--- src/rtl/l3fwd_axil_csr_if.sv ---
// AXI-Lite bus bundle between the SoC master port and the l3fwd CSR block.
interface l3fwd_axil_csr_if #(
    parameter int ADDR_W = 24,
    parameter int DATA_W = 32,
    parameter int STRB_W = DATA_W / 8
);
    logic [ADDR_W-1:0] awaddr;
    logic [2:0]        awprot;
    logic              awvalid;
    logic              awready;
    logic [DATA_W-1:0] wdata;
    logic [STRB_W-1:0] wstrb;
    logic              wvalid;
    logic              wready;
    logic [1:0]        bresp;
    logic              bvalid;
    logic              bready;
    logic [ADDR_W-1:0] araddr;
    logic [2:0]        arprot;
    logic              arvalid;
    logic              arready;
    logic [DATA_W-1:0] rdata;
    logic [1:0]        rresp;
    logic              rvalid;
    logic              rready;

    modport master (
        output awaddr, awprot, awvalid, input awready,
        output wdata, wstrb, wvalid, input wready,
        input bresp, bvalid, output bready,
        output araddr, arprot, arvalid, input arready,
        input rdata, rresp, rvalid, output rready
    );

    modport slave (
        input awaddr, awprot, awvalid, output awready,
        input wdata, wstrb, wvalid, output wready,
        output bresp, bvalid, input bready,
        input araddr, arprot, arvalid, output arready,
        output rdata, rresp, rvalid, input rready
    );
endinterface

--- src/rtl/l3fwd_axil_csr.sv ---
// l3fwd control/status registers on AXI-Lite, with an indirect engine that turns a
// CPU command into one forwarding-table read or write on a valid/ready port.
module l3fwd_axil_csr #(
    parameter int AXIL_ADDR_WIDTH = 24,
    parameter int AXIL_DATA_WIDTH = 32,
    parameter int AXIL_STRB_WIDTH = AXIL_DATA_WIDTH / 8,
    parameter int TBL_ADDR_WIDTH  = 10,
    parameter int TBL_DATA_WIDTH  = 64
) (
    input  logic                      clk,
    input  logic                      rst,
    l3fwd_axil_csr_if.slave           s_axil,
    output logic                      ctrl_enable,
    input  logic                      stat_pkt,
    output logic [TBL_ADDR_WIDTH-1:0] m_tbl_addr,
    output logic [TBL_DATA_WIDTH-1:0] m_tbl_wdata,
    output logic                      m_tbl_we,
    output logic                      m_tbl_valid,
    input  logic                      m_tbl_ready,
    input  logic [TBL_DATA_WIDTH-1:0] s_tbl_rdata,
    input  logic                      s_tbl_rvalid
);
    localparam logic [5:0]  REG_ID     = 6'h00;
    localparam logic [5:0]  REG_CTRL   = 6'h01;
    localparam logic [5:0]  REG_TADDR  = 6'h02;
    localparam logic [5:0]  REG_TCMD   = 6'h03;
    localparam logic [5:0]  REG_DLO    = 6'h04;
    localparam logic [5:0]  REG_DHI    = 6'h05;
    localparam logic [5:0]  REG_STATUS = 6'h06;
    localparam logic [5:0]  REG_PKT    = 6'h07;
    localparam logic [31:0] ID_VALUE   = 32'h4C33_4657;
    localparam logic [1:0]  RESP_OKAY  = 2'b00;
    localparam logic [1:0]  RESP_DEC   = 2'b11;

    typedef enum logic [1:0] {S_IDLE, S_REQ, S_WAIT} state_t;

    function automatic logic [31:0] merge_strb(input logic [31:0] cur, input logic [31:0] nxt,
                                               input logic [3:0] strb);
        logic [31:0] res;
        for (int b = 0; b < 4; b++)
            res[8*b +: 8] = strb[b] ? nxt[8*b +: 8] : cur[8*b +: 8];
        return res;
    endfunction

    state_t                    state, state_next;
    logic                      busy;
    logic                      aw_held, w_held;
    logic [5:0]                aw_idx_q;
    logic [31:0]               wdata_q;
    logic [3:0]                wstrb_q;
    logic                      bvalid_r, rvalid_r;
    logic [1:0]                bresp_r, rresp_r;
    logic [31:0]               rdata_r;
    logic [TBL_ADDR_WIDTH-1:0] tbl_addr_r, taddr_next;
    logic [31:0]               data_lo, data_hi, pkt_cnt;
    logic                      cmd_err;
    logic [TBL_ADDR_WIDTH-1:0] cmd_addr_q;
    logic [TBL_DATA_WIDTH-1:0] cmd_wdata_q;
    logic                      cmd_we_q;

    logic                      aw_hs, w_hs, ar_hs, wr_go, wr_err;
    logic [5:0]                wr_idx;
    logic [31:0]               wr_data;
    logic [3:0]                wr_strb;
    logic                      cnt_clr, tbl_cmd_wr, cmd_accept, cmd_reject, rd_capture;
    logic [31:0]               rd_val;
    logic                      rd_err;

    assign s_axil.awready = !aw_held && !bvalid_r;
    assign s_axil.wready  = !w_held && !bvalid_r;
    assign s_axil.arready = !rvalid_r;
    assign s_axil.bvalid  = bvalid_r;
    assign s_axil.bresp   = bresp_r;
    assign s_axil.rvalid  = rvalid_r;
    assign s_axil.rresp   = rresp_r;
    assign s_axil.rdata   = rdata_r;

    assign aw_hs = s_axil.awvalid && s_axil.awready;
    assign w_hs  = s_axil.wvalid && s_axil.wready;
    assign ar_hs = s_axil.arvalid && s_axil.arready;

    // A held half comes from its holding register, a fresh one straight off the bus.
    assign wr_idx  = aw_held ? aw_idx_q : s_axil.awaddr[7:2];
    assign wr_data = w_held ? wdata_q : s_axil.wdata;
    assign wr_strb = w_held ? wstrb_q : s_axil.wstrb;
    assign wr_go   = (aw_held || aw_hs) && (w_held || w_hs);
    assign wr_err  = (wr_idx[5:3] != 3'b000);

    assign cnt_clr    = wr_go && (wr_idx == REG_CTRL) && wr_strb[0] && wr_data[1];
    assign tbl_cmd_wr = wr_go && (wr_idx == REG_TCMD) && wr_strb[0];
    assign cmd_accept = tbl_cmd_wr && (state == S_IDLE) && (wr_data[1:0] == 2'b01 || wr_data[1:0] == 2'b10);
    assign cmd_reject = tbl_cmd_wr && !cmd_accept;
    assign rd_capture = (state == S_WAIT) && s_tbl_rvalid;

    always_comb begin
        taddr_next = tbl_addr_r;
        for (int i = 0; i < TBL_ADDR_WIDTH; i++)
            if (wr_strb[i/8]) taddr_next[i] = wr_data[i];
    end

    always_comb begin
        rd_val = 32'h0;
        rd_err = 1'b0;
        case (s_axil.araddr[7:2])
            REG_ID:     rd_val = ID_VALUE;
            REG_CTRL:   rd_val = {31'h0, ctrl_enable};
            REG_TADDR:  rd_val = 32'(tbl_addr_r);
            REG_TCMD:   rd_val = 32'h0;
            REG_DLO:    rd_val = data_lo;
            REG_DHI:    rd_val = data_hi;
            REG_STATUS: rd_val = {30'h0, cmd_err, busy};
            REG_PKT:    rd_val = pkt_cnt;
            default:    rd_err = 1'b1;
        endcase
    end

    always_ff @(posedge clk) begin
        if (rst) state <= S_IDLE;
        else     state <= state_next;
    end

    always_comb begin
        state_next = state;
        case (state)
            S_IDLE: if (cmd_accept)   state_next = S_REQ;
            S_REQ:  if (m_tbl_ready)  state_next = cmd_we_q ? S_IDLE : S_WAIT;
            S_WAIT: if (s_tbl_rvalid) state_next = S_IDLE;
            default:                  state_next = S_IDLE;
        endcase
    end

    always_comb begin
        m_tbl_valid = (state == S_REQ);
        busy        = (state != S_IDLE);
    end

    assign m_tbl_addr  = cmd_addr_q;
    assign m_tbl_wdata = cmd_wdata_q;
    assign m_tbl_we    = cmd_we_q;

    always_ff @(posedge clk) begin
        if (rst) begin
            aw_held     <= 1'b0;
            w_held      <= 1'b0;
            aw_idx_q    <= 6'h0;
            wdata_q     <= 32'h0;
            wstrb_q     <= 4'h0;
            bvalid_r    <= 1'b0;
            bresp_r     <= RESP_OKAY;
            rvalid_r    <= 1'b0;
            rresp_r     <= RESP_OKAY;
            rdata_r     <= 32'h0;
            ctrl_enable <= 1'b0;
            tbl_addr_r  <= '0;
            data_lo     <= 32'h0;
            data_hi     <= 32'h0;
            cmd_err     <= 1'b0;
            pkt_cnt     <= 32'h0;
            cmd_addr_q  <= '0;
            cmd_wdata_q <= '0;
            cmd_we_q    <= 1'b0;
        end else begin
            if (wr_go) begin
                aw_held  <= 1'b0;
                w_held   <= 1'b0;
                bvalid_r <= 1'b1;
                bresp_r  <= wr_err ? RESP_DEC : RESP_OKAY;
                case (wr_idx)
                    REG_CTRL:   if (wr_strb[0]) ctrl_enable <= wr_data[0];
                    REG_TADDR:  tbl_addr_r <= taddr_next;
                    REG_DLO:    data_lo <= merge_strb(data_lo, wr_data, wr_strb);
                    REG_DHI:    data_hi <= merge_strb(data_hi, wr_data, wr_strb);
                    REG_STATUS: if (wr_strb[0] && wr_data[1]) cmd_err <= 1'b0;
                    default: ;
                endcase
            end else begin
                if (aw_hs) begin
                    aw_held  <= 1'b1;
                    aw_idx_q <= s_axil.awaddr[7:2];
                end
                if (w_hs) begin
                    w_held  <= 1'b1;
                    wdata_q <= s_axil.wdata;
                    wstrb_q <= s_axil.wstrb;
                end
            end
            if (bvalid_r && s_axil.bready) bvalid_r <= 1'b0;

            if (cmd_reject) cmd_err <= 1'b1;
            if (cmd_accept) begin
                cmd_addr_q  <= tbl_addr_r;
                cmd_wdata_q <= {data_hi, data_lo};
                cmd_we_q    <= wr_data[0];
            end
            // Returned table data wins over a CPU write to the data words in the same cycle.
            if (rd_capture) begin
                data_lo <= s_tbl_rdata[31:0];
                data_hi <= s_tbl_rdata[TBL_DATA_WIDTH-1:32];
            end

            if (cnt_clr)       pkt_cnt <= 32'h0;
            else if (stat_pkt) pkt_cnt <= pkt_cnt + 32'h1;

            if (ar_hs) begin
                rvalid_r <= 1'b1;
                rdata_r  <= rd_val;
                rresp_r  <= rd_err ? RESP_DEC : RESP_OKAY;
            end else if (rvalid_r && s_axil.rready) begin
                rvalid_r <= 1'b0;
            end
        end
    end

    logic unused_bits;
    assign unused_bits = ^{s_axil.awprot, s_axil.arprot,
                           s_axil.awaddr[AXIL_ADDR_WIDTH-1:8], s_axil.awaddr[1:0],
                           s_axil.araddr[AXIL_ADDR_WIDTH-1:8], s_axil.araddr[1:0]};
endmodule

--- src/flat_wrapper.sv ---
// flat-port wrapper written by rule: the top's interface ports become plain ports
module l3fwd_axil_csr_flat 
#(
    parameter int AXIL_ADDR_WIDTH = 24,
    parameter int AXIL_DATA_WIDTH = 32,
    parameter int AXIL_STRB_WIDTH = AXIL_DATA_WIDTH / 8,
    parameter int TBL_ADDR_WIDTH  = 10,
    parameter int TBL_DATA_WIDTH  = 64
)
  (clk, rst, ctrl_enable, stat_pkt, m_tbl_addr, m_tbl_wdata, m_tbl_we, m_tbl_valid, m_tbl_ready, s_tbl_rdata, s_tbl_rvalid, s_axil_awaddr, s_axil_awprot, s_axil_awvalid, s_axil_awready, s_axil_wdata, s_axil_wstrb, s_axil_wvalid, s_axil_wready, s_axil_bresp, s_axil_bvalid, s_axil_bready, s_axil_araddr, s_axil_arprot, s_axil_arvalid, s_axil_arready, s_axil_rdata, s_axil_rresp, s_axil_rvalid, s_axil_rready);
  l3fwd_axil_csr_if #(.ADDR_W(24), .DATA_W(32)) s_axil_i ();
  input  logic clk;
  input  logic rst;
  output logic ctrl_enable;
  input  logic stat_pkt;
  output logic [TBL_ADDR_WIDTH-1:0] m_tbl_addr;
  output logic [TBL_DATA_WIDTH-1:0] m_tbl_wdata;
  output logic m_tbl_we;
  output logic m_tbl_valid;
  input  logic m_tbl_ready;
  input  logic [TBL_DATA_WIDTH-1:0] s_tbl_rdata;
  input  logic s_tbl_rvalid;
  input wire logic [$bits(s_axil_i.awaddr)-1:0] s_axil_awaddr;
  input wire logic [$bits(s_axil_i.awprot)-1:0] s_axil_awprot;
  input wire logic [$bits(s_axil_i.awvalid)-1:0] s_axil_awvalid;
  output wire logic [$bits(s_axil_i.awready)-1:0] s_axil_awready;
  input wire logic [$bits(s_axil_i.wdata)-1:0] s_axil_wdata;
  input wire logic [$bits(s_axil_i.wstrb)-1:0] s_axil_wstrb;
  input wire logic [$bits(s_axil_i.wvalid)-1:0] s_axil_wvalid;
  output wire logic [$bits(s_axil_i.wready)-1:0] s_axil_wready;
  output wire logic [$bits(s_axil_i.bresp)-1:0] s_axil_bresp;
  output wire logic [$bits(s_axil_i.bvalid)-1:0] s_axil_bvalid;
  input wire logic [$bits(s_axil_i.bready)-1:0] s_axil_bready;
  input wire logic [$bits(s_axil_i.araddr)-1:0] s_axil_araddr;
  input wire logic [$bits(s_axil_i.arprot)-1:0] s_axil_arprot;
  input wire logic [$bits(s_axil_i.arvalid)-1:0] s_axil_arvalid;
  output wire logic [$bits(s_axil_i.arready)-1:0] s_axil_arready;
  output wire logic [$bits(s_axil_i.rdata)-1:0] s_axil_rdata;
  output wire logic [$bits(s_axil_i.rresp)-1:0] s_axil_rresp;
  output wire logic [$bits(s_axil_i.rvalid)-1:0] s_axil_rvalid;
  input wire logic [$bits(s_axil_i.rready)-1:0] s_axil_rready;
  assign s_axil_i.awaddr = s_axil_awaddr;
  assign s_axil_i.awprot = s_axil_awprot;
  assign s_axil_i.awvalid = s_axil_awvalid;
  assign s_axil_awready = s_axil_i.awready;
  assign s_axil_i.wdata = s_axil_wdata;
  assign s_axil_i.wstrb = s_axil_wstrb;
  assign s_axil_i.wvalid = s_axil_wvalid;
  assign s_axil_wready = s_axil_i.wready;
  assign s_axil_bresp = s_axil_i.bresp;
  assign s_axil_bvalid = s_axil_i.bvalid;
  assign s_axil_i.bready = s_axil_bready;
  assign s_axil_i.araddr = s_axil_araddr;
  assign s_axil_i.arprot = s_axil_arprot;
  assign s_axil_i.arvalid = s_axil_arvalid;
  assign s_axil_arready = s_axil_i.arready;
  assign s_axil_rdata = s_axil_i.rdata;
  assign s_axil_rresp = s_axil_i.rresp;
  assign s_axil_rvalid = s_axil_i.rvalid;
  assign s_axil_i.rready = s_axil_rready;
  l3fwd_axil_csr #(.AXIL_ADDR_WIDTH(AXIL_ADDR_WIDTH), .AXIL_DATA_WIDTH(AXIL_DATA_WIDTH), .AXIL_STRB_WIDTH(AXIL_STRB_WIDTH), .TBL_ADDR_WIDTH(TBL_ADDR_WIDTH), .TBL_DATA_WIDTH(TBL_DATA_WIDTH)) u_core (.clk(clk), .rst(rst), .s_axil(s_axil_i), .ctrl_enable(ctrl_enable), .stat_pkt(stat_pkt), .m_tbl_addr(m_tbl_addr), .m_tbl_wdata(m_tbl_wdata), .m_tbl_we(m_tbl_we), .m_tbl_valid(m_tbl_valid), .m_tbl_ready(m_tbl_ready), .s_tbl_rdata(s_tbl_rdata), .s_tbl_rvalid(s_tbl_rvalid));
endmodule
--- config.mk ---
export PLATFORM = sky130hd
export DESIGN_NAME = l3fwd_axil_csr_flat
export DESIGN_NICKNAME = d
export VERILOG_FILES = /design/src/rtl/l3fwd_axil_csr_if.sv /design/src/rtl/l3fwd_axil_csr.sv /design/src/flat_wrapper.sv
export SDC_FILE = /design/constraint.sdc
export NUM_CORES = 1
export LEC_CHECK = 0
export CAP_MARGIN = 0
export CORE_ASPECT_RATIO = 1.2
export CORE_MARGIN = 5
export CORE_UTILIZATION = 35
export DETAILED_ROUTE_END_ITERATION = 12
export GPL_ROUTABILITY_DRIVEN = 0
export PLACE_DENSITY = 0.63
export RECOVER_POWER = 100
export SLEW_MARGIN = 20
export SYNTH_ARGS = -nofsm -noshare
export SYNTH_HDL_FRONTEND = slang
export SYNTH_SLANG_ARGS = --single-unit
export TNS_END_PERCENT = 20
--- constraint.sdc ---
create_clock -name clk -period 3.7 [get_ports clk]
set_clock_uncertainty 0.2 [all_clocks]
set_input_delay 0.925 -clock clk [delete_from_list [all_inputs] [get_ports clk]]
set_output_delay 0.925 -clock clk [all_outputs]
set_load 0.01 [all_outputs]
; Yosys cells after proc, flatten, opt, wreduce, memory -nomap -nowiden
; Index checks and enable logic that the tools add are counted.
; W data, S select, Z words.
[classes]
mux = 27
n_reduce_logical = 60
add_sub_neg = 1
n_bitwise = 1
eq_ne = 20
[op_table]
columns = cell, count
row1 = $mux W32, 7
row2 = $pmux W32 S7, 1
row3 = $eq A6 B3 Y1 const B, 7
row4 = $reduce_and A3 Y1, 13
row5 = $add A32 B1 Y32 const B, 1
row6 = $mux W8, 4
row7 = $eq A6 B2 Y1 const B, 4
row8 = $reduce_bool A2 Y1, 12
row9 = $logic_and A1 B1 Y1, 18
row10 = $eq A6 B1 Y1 const B, 2
row11 = $mux W2, 6
row12 = $reduce_or A8 Y1, 1
row13 = $logic_not A6 Y1, 1
row14 = $mux W1, 6
row15 = $mux W6, 1
row16 = $pmux W2 S3, 1
row17 = $reduce_or A2 Y1, 3
row18 = $logic_not A1 Y1, 5
row19 = $eq A2 B1 Y1 const B, 2
row20 = $eq A2 B2 Y1 const B, 2
row21 = $mux W4, 1
row22 = $ne A2 B1 Y1 const B, 2
row23 = $reduce_and A2 Y1, 2
row24 = $logic_or A1 B1 Y1, 3
row25 = other kinds (4), 4
[word_totals]
inputBits = 164
output_inout_bits = 118
wordCells = 136
reg_bits = 267

; Depth between registers and ports, before layout
; Gate-level depths: netlist of the first run.
[logic_depth]
word_depth = 13
depth_mapped = 9
mapped_depth_nobuf = 6

; Worst setup path before layout of the first run
; No wires, ideal clock.
[synth_path]
path_type = input to register
from = in s_axil_awaddr[7]
to = reg u_core.cmd_wdata_q[60], in the netlist u_core.m_tbl_wdata[60]
setup_ps = 71
path_slack_ps = 551
path_buffers = 3
path_stages = 8
required_ps = 3429
t_arrival_ps = 2878
path_cell_list = or4_1 > a222oi_1 > and2_1 > buf_2 > buf_4 > buf_4 > nand4_1 > a21oi_1
[synth_via]
elab_chain_len = 6
[synth_rtl]
columns = element, line_no
row1 = start: declaration, flat_wrapper.sv:23  ; input wire logic [$bits(s_axil_i.awaddr)-1:0] s_axil_awaddr;
row2 = $mux W6, l3fwd_axil_csr.sv:83  ; assign wr_idx = aw_held ? aw_idx_q : s_axil.awaddr[7:2];
row3 = $eq A6 B2 Y1, l3fwd_axil_csr.sv:90  ; assign tbl_cmd_wr = wr_go && (wr_idx == REG_TCMD) && wr_strb[0];
row4 = $logic_and A1 B1 Y1 (2 in series), l3fwd_axil_csr.sv:90
row5 = $logic_and A1 B1 Y1 (2 in series), l3fwd_axil_csr.sv:91  ; assign cmd_accept = tbl_cmd_wr && (state == S_IDLE) && (wr_data[1:0] == 2'b01 || wr_data[1:0] == 2'b10);
row6 = end signal: assignment, l3fwd_axil_csr.sv:192  ; cmd_wdata_q <= {data_hi, data_lo};
row7 = end: declaration, l3fwd_axil_csr.sv:58  ; logic [TBL_DATA_WIDTH-1:0] cmd_wdata_q;
; No other way between the ends.
; A chain may end at the register's enable or synchronous reset.

; Final worst setup path of the first run
[layout_path]
from = in s_axil_awaddr[7]
to = reg u_core.cmd_wdata_q[17], in the netlist u_core.m_tbl_wdata[17]
; The elaborated chain is that of the path after synthesis.

==> flow_summary_export.csv, run 1 <==
group,metric,value,unit
clock_tree,insertion_delay,0.53,ns
drt,drt_iter0_drc,1196,
critical_path,crit_path_top_delay_cell,"or4_1",
drt,wl_per_cell,20.8,um
clock_tree,cts_resized,0,
critical_path,rr_worst_depth,7,
pwr,internal-power,4.84,mW
global_routing,grt_use_total,21.4,%
floorplan,io_pins,282,
timing,rsz0062_at_grt,"false",
critical_path,max_stage_delay,0.53,ns
pwr,total_power,6.42,mW
timing,min_period,3.31,ns
floorplan,fp.dieH,208,um
timing,drv_slew,37,
critical_path,crit_required,3.97,ns
pwr,power_frac_seq,45.6,%
drt,dr_wl_met3,3010,um
drt,wl_met2,18600,um
cells_and_area,fin_nets,1702,
run,cap_viol_max_count,1,
place,place_ws,0.100,ns
critical_path,startpoint_type,"input port",
synthesis,synth_cell_types,49,
cells_and_area,fin_cells,1968,
cells_and_area,finalInstanceArea,15200,um2
timing,worst_slack,0.389,ns
pwr,swShare,24.6,%
drt,postRouteAntennaNets,0,
place,dpl.hpwl,29900,um
drt,drcViolationCount,0,
critical_path,path_cells,"clkdlybuf4s50_1 -> or4_1 -> a222oi_1 -> clkbuf_1 -> and2_0 -> buf_12 -> nand4_1 -> a21oi_1",
drt,post_drt_via_cell_ratio,5.73,
floorplan,core_area,32300,um2
timing,finalSetupTns,0,ns
place,portBuffers,239,
clock_tree,cts_sinks,265,
synthesis,synthesis.instances,1345,
place,place_area,14300,um2
clock_tree,cts_hold_buf,0,
cells_and_area,drive_above_1_share,7.01,%
pwr,total_leakage_power,5.85,nW
floorplan,core.rowCount,72,
clock_tree,cts_buffers,28,
clock_tree,cts_buffer_depth,3,
floorplan,initial_core_util,35.4,%
synthesis,synth.avg_cell_area,8.48,um2
critical_path,cp.arrival,3.58,ns
min_path,hold_class,"register to register",
synthesis,synth_nets,1510,
global_routing,antenna_found_initial,5,
clock_tree,h-tree-depth,1,
clock_tree,postCtsSetupBuffers,0,
global_routing,gr-total-overflow,0,
synthesis,ys_seq_area_share,46.5,%
synthesis,dominantRegCellSynth,"dfxtp_1",
floorplan,die_area,36300,um2
outcome,violations,"capacitance limit, slew limit",
synthesis,synth_edf_count,0,
critical_path,critical_path_class,"input port to register",
global_routing,grt_max_degree,60,
cells_and_area,final_util,47.2,%
floorplan,die_w,175,um
clock_tree,cts_tree,"done",
drt,wirelength_met1,17700,um
global_routing,grt_pass1_vias,10600,
critical_path,critPathCaptureType,"register",
clock_tree,clk_pin_slew,0.06,ns
global_routing,grt_pass1_wl,62800,um
synthesis,ys_ff_latch,265,
pwr,irDropWorstVdd,0.315,mV
synthesis,netlist_area,11400,um2
min_path,hold_path_depth,2,
timing,setup_viol,0,
timing,finalCritPeriodShare,89.5,%
timing,tightest_slew,1.69,ns
drt,firstDrtPassIters,6,
drt,highest_layer,"met4",
place,place_inst,1914,
timing,max_freq,0.302,GHz
synthesis,async_reset_ff_share,0,%
timing,timing.hold.ws,0.247,ns
outcome,outcome,"complete, but fails checks",
cells_and_area,area_delta_synth_final,33.4,%
pwr,p_sw,1.58,mW
drt,wl,40900,um
timing,max-slew-margin-rel,-12.7,%
pwr,p_comb_share,10.4,%
pwr,p_clk_share,44.0,%
synthesis,ys_warn_count,0,
clock_tree,cts-root-buf,"clkbuf_16",
timing,hold_viol,0,
pwr,power.density,422,nW/um2
drt,vias,11300,
critical_path,worstPathMaxFanout,36,
## synth_stat cells (5+ instances only)
library cell / count / area share (%)
buf_2: 8 / 0.35
xor2_1: 23 / 1.8
nand3b_1: 7 / 0.46
nor2_1: 106 / 3.5
a221o_1: 44 / 3.9
a22o_1: 14 / 1.1
o21ai_0: 116 / 5.1
nand2_1: 170 / 5.6
dfxtp_1: 265 / 46
a222oi_1: 19 / 1.7
inv_1: 7 / 0.23
nand3_1: 31 / 1.4
mux2i_1: 52 / 4.6
and2_1: 6 / 0.33
a221oi_1: 8 / 0.61
mux2_2: 13 / 1.3
and3_1: 34 / 1.9
a22oi_1: 10 / 0.66
a21oi_1: 135 / 5.9
clkbuf_1: 105 / 3.5
nand2b_1: 7 / 0.38
or3_1: 6 / 0.33
nor3_1: 13 / 0.57
nor2b_1: 5 / 0.27
and4_1: 6 / 0.46
nand4_1: 91 / 5.0
xnor2_1: 5 / 0.38
## per-layer routing
metal	global-route usage, %	vias up
met2	33.1	492
met4	8.89	0
li1	-	5307
met1	30.0	5404
met5	0	-
met3	2.91	74
## kinds of logic (layout without fill, tap and decap cells)
logic type      count (synthesis)  after routing  share of synthesized area (%)
mux                            65             65                           5.84
buf+inv                       128            339                           4.43
compound gates                359            359                           19.7
xor+xnor                       28             28                           2.15
simple gates                  499            499                           21.2
fa+ha+maj                       1              1                          0.110
other cells                     0              5                              0
flops                         265            265                           46.5
## worst paths after layout
path                                             start                      to  slack (ns)
worst min register to register  u_core.s_axil.rdata[3]  u_core.s_axil.rdata[3]        0.25
worst max register to register          u_core.aw_held  u_core.m_tbl_wdata[17]        0.65
worst min-delay path            u_core.s_axil.rdata[3]  u_core.s_axil.rdata[3]        0.25
worst max-delay path                  s_axil_awaddr[7]  u_core.m_tbl_wdata[17]        0.39
## cell type report
class	count	area, um2
multi-input combinational	952	5650
sequential	265	5310
inverter	7	26.3
clock buffer	40	827
clock inverter	9	97.6
fill	3098	17000
antenna	5	12.5
tap	407	509
timing repair buffer	283	2800
## worst max-delay path, delay by kind of cell
| family | cells | cell delay (ns) |
|---|---|---|
| AND/OR/NAND/NOR | 3 | 1.14 |
| buffers and inverters | 3 | 0.89 |
| AO/OA/AOI/OAI | 2 | 0.59 |
## flip-flops by register name (all words and copies together), names as in the netlist, 2 cells and up
name,count
u_core.aw_idx_q,6
u_core.data_hi,32
u_core.data_lo,32
u_core.m_tbl_addr,10
u_core.m_tbl_wdata,64
u_core.pkt_cnt,32
u_core.s_axil.rdata,32
u_core.state,2
u_core.tbl_addr_r,10
u_core.wdata_q,32
u_core.wstrb_q,4
## power by group through the flow
stage | Clock [mW] | Combinational, mW | Sequential, mW
after floorplan | 0 | 0.348 | 2.98
after global placement | 0 | 0.656 | 2.99
after detailed placement | 0 | 0.665 | 2.99
after CTS | 2.88 | 0.667 | 2.93
after global routing | 3.00 | 0.712 | 2.93
final | 2.83 | 0.665 | 2.93
## cell usage in the layout (no fill, tap or decap), types with 5 or more instances in the layout
cell / netlist / routed
a21oi_1: 135 / 135
a221o_1: 44 / 44
a221oi_1: 8 / 8
a222oi_1: 19 / 19
a22o_1: 14 / 14
a22oi_1: 10 / 10
and2_1: 6 / 5
and3_1: 34 / 34
and4_1: 6 / 6
buf_12: 0 / 9
buf_4: 4 / 27
clkbuf_1: 105 / 12
clkbuf_16: 0 / 29
clkbuf_8: 0 / 6
clkdlybuf4s50_1: 0 / 118
clkinv_2: 0 / 6
dfxtp_1: 265 / 265
diode_2: 0 / 5
dlygate4sd3_1: 0 / 120
inv_1: 7 / 7
mux2_2: 13 / 13
mux2i_1: 52 / 52
nand2_1: 170 / 169
nand2b_1: 7 / 7
nand3_1: 31 / 31
nand3b_1: 7 / 7
nand4_1: 91 / 91
nor2_1: 106 / 103
nor3_1: 13 / 12
o21ai_0: 116 / 116
or3_1: 6 / 6
xnor2_1: 5 / 5
xor2_1: 23 / 23
(Power assumes the default switching activity.)
==> inputs of run 2 (changes only) <==
PLACE_DENSITY = 0.65   (was 0.63)
clock period = 2.68 ns   (was 3.7 ns; I/O delays follow)
==> run 2 against run 1 <==
- non-clock buffer count increased by 56
- first-iteration DRC count decreased by 14%
- sequential share of layout area decreased by 1.3 points
- worst hold slack got worse by 0.0012 ns
- via count increased by 0.72%
- the flow now finishes without violations
- power increased by 44%
- utilization increased by 1.8 points
- critical path type unchanged
- sequential power increased by 38%
- wire length decreased by 0.13%
- clock power increased by 47%
- combinational power increased by 52%
==> flow_summary_export.csv, run 2 (synthesis results as in run 1) <==
group,metric,value,unit
critical_path,cp.arrival,2.89,ns
global_routing,grt_use_total,21.0,%
clock_tree,cts_hold_buf,0,
drt,post_drt_via_cell_ratio,5.60,
critical_path,critPathCaptureType,"register",
pwr,total_leakage_power,6.23,nW
timing,max_freq,0.375,GHz
critical_path,crit_family,"simple AND/OR/NAND/NOR gates",
cells_and_area,most-common-layout-cells,"264 x dfxtp_1, 169 x nand2_1, 134 x a21oi_1, 120 x clkdlybuf4s50_1, 116 x dlygate4sd3_1",
min_path,min_from,"u_core.s_axil.rdata[7]",
floorplan,fp.dieH,208,um
clock_tree,cts_buffer_depth,3,
critical_path,startpoint_type,"input port",
cells_and_area,drive_above_1_share,11.1,%
cells_and_area,final_common_cell,"dfxtp_1",
critical_path,critical_path_class,"input port to register",
floorplan,die_area,36300,um2
timing,drv_slew,0,
clock_tree,h-tree-depth,1,
cells_and_area,finalInstanceArea,15800,um2
cells_and_area,fin_nets,1758,
global_routing,gr-total-overflow,0,
critical_path,crit_required,2.91,ns
clock_tree,cts_buffers,28,
cells_and_area,final_util,49.0,%
drt,firstDrtPassIters,8,
floorplan,core.rowCount,72,
critical_path,crit_path_start,"s_axil_awaddr[4]",
pwr,irDropWorstVdd,0.382,mV
drt,wl,40800,um
global_routing,grt_pass1_vias,10800,
floorplan,die_w,175,um
clock_tree,clk_pin_slew,0.06,ns
drt,wl_per_cell,20.1,um
min_path,hold_class,"register to register",
critical_path,max_stage_delay,0.47,ns
drt,drcViolationCount,0,
outcome,outcome,"completed",
cells_and_area,nFillCells,3069,
global_routing,antenna_found_initial,7,
critical_path,critPathBufInv,2,
critical_path,r2r_start,"u_core.aw_held",
drt,vias,11400,
critical_path,path_cells,"clkdlybuf4s50_1 -> or3b_1 -> a222oi_1 -> buf_4 -> nand3_1 -> and3_1 -> a221o_1",
place,dpl.hpwl,30100,um
place,place_ws,-0.570,ns
critical_path,worstPathMaxFanout,9,
global_routing,grt_pass1_wl,61800,um
timing,hold_viol,0,
timing,finalCritPeriodShare,99.4,%
clock_tree,cts_tree,"done",
run,cap_viol_max_count,0,
floorplan,initial_core_util,35.4,%
place,portBuffers,239,
cells_and_area,largest_reg_flops,64,
critical_path,crit_path_top_delay_cell,"clkdlybuf4s50_1",
place,place_area,14800,um2
timing,tightest_slew,1.45,ns
floorplan,core_area,32300,um2
floorplan,io_pins,282,
drt,drt_iter0_drc,1025,
timing,min_period,2.66,ns
clock_tree,cts_sinks,265,
clock_tree,insertion_delay,0.54,ns
drt,postRouteAntennaNets,0,
global_routing,grt_max_degree,53,
timing,rsz0062_at_grt,"true",
timing,max-slew-margin-rel,3.25,%
cells_and_area,area_delta_synth_final,38.6,%
timing,worst_slack,0.0168,ns
timing,setup_viol,0,
pwr,power.density,583,nW/um2
clock_tree,cts-root-buf,"clkbuf_16",
pwr,total_power,9.22,mW
==> run 2: cell count changes in the layout (fill, tap and decap cells not counted), sizes merged <==
cell,previous run,this run
inv,7,8
clkinvlp,1,2
clkinv,6,5
clkdlybuf4s50,118,120
dlygate4sd3,120,116
bufinv,2,3
buf,36,86
dlymetal6s2s,0,2
clkbuf,49,56
diode,5,7
==> run 2: worst paths after layout <==
kind,end,slack (ns),cells after the start
max,u_core.data_hi[16],0.02,7
max reg2reg,u_core.data_hi[16],0.05,7
min reg2reg,u_core.s_axil.rdata[7],0.25,2
min,u_core.s_axil.rdata[7],0.25,2
==> run 2: worst min-delay path, stage by stage, from the launching register on <==
cell,delay [ns]
dfxtp_1,0.32
nand2_1,0.04
o21ai_0,0.05
==> run 2: metal layers <==
layer  GRT usage [%]  part of all wire, %  vias to the layer above
met5               0                    0                        -
met4            9.95                  4.7                        0
met3            4.08                  7.6                      101
met2            32.2                   45                      461
met1            28.3                   43                     5374
li1                -                    -                     5422
==> run 2: per-stage QoR <==
step,std cells,hold slack [ns],setup TNS [ns]
6_report,2029,0.246,0
5_1_grt,2029,0.271,-0.864
4_1_cts,2016,0.253,0
3_5_place_dp,1964,0.241,-83.92
3_3_place_gp,1964,0.236,-80.53
2_1_floorplan,1345,0.233,-4.67
==> run 2: report_power, final <==
part           leakage, nW  total, mW  internal, mW  switching (mW)
Sequential            2.14       4.04          3.99          0.0467
Combinational         3.60       1.01         0.443           0.571
Clock                0.494       4.16          2.52            1.64
Total                 6.23       9.22          6.96            2.26
==> run 2: area by class of cell <==
class                      instances  area, um2  share of cell area (%)
multi-input combinational        952       5660                    35.8
sequential                       265       5310                    33.6
timing repair buffer             339       3280                    20.8
clock buffer                      41        861                    5.44
tap                              407        509                    3.22
clock inverter                    11        149                   0.941
inverter                           7       26.3                   0.166
antenna                            7       17.5                   0.111
==> run 2: repair_timing <==
| action | CTS | global route |
|---|---|---|
| setup buffers | 0 | 2 |
| gates resized for setup | 1 | 11 |
| gates cloned | 0 | 4 |
| pin swaps | 0 | 7 |
| endpoints found under the setup margin | 1 | 67 |
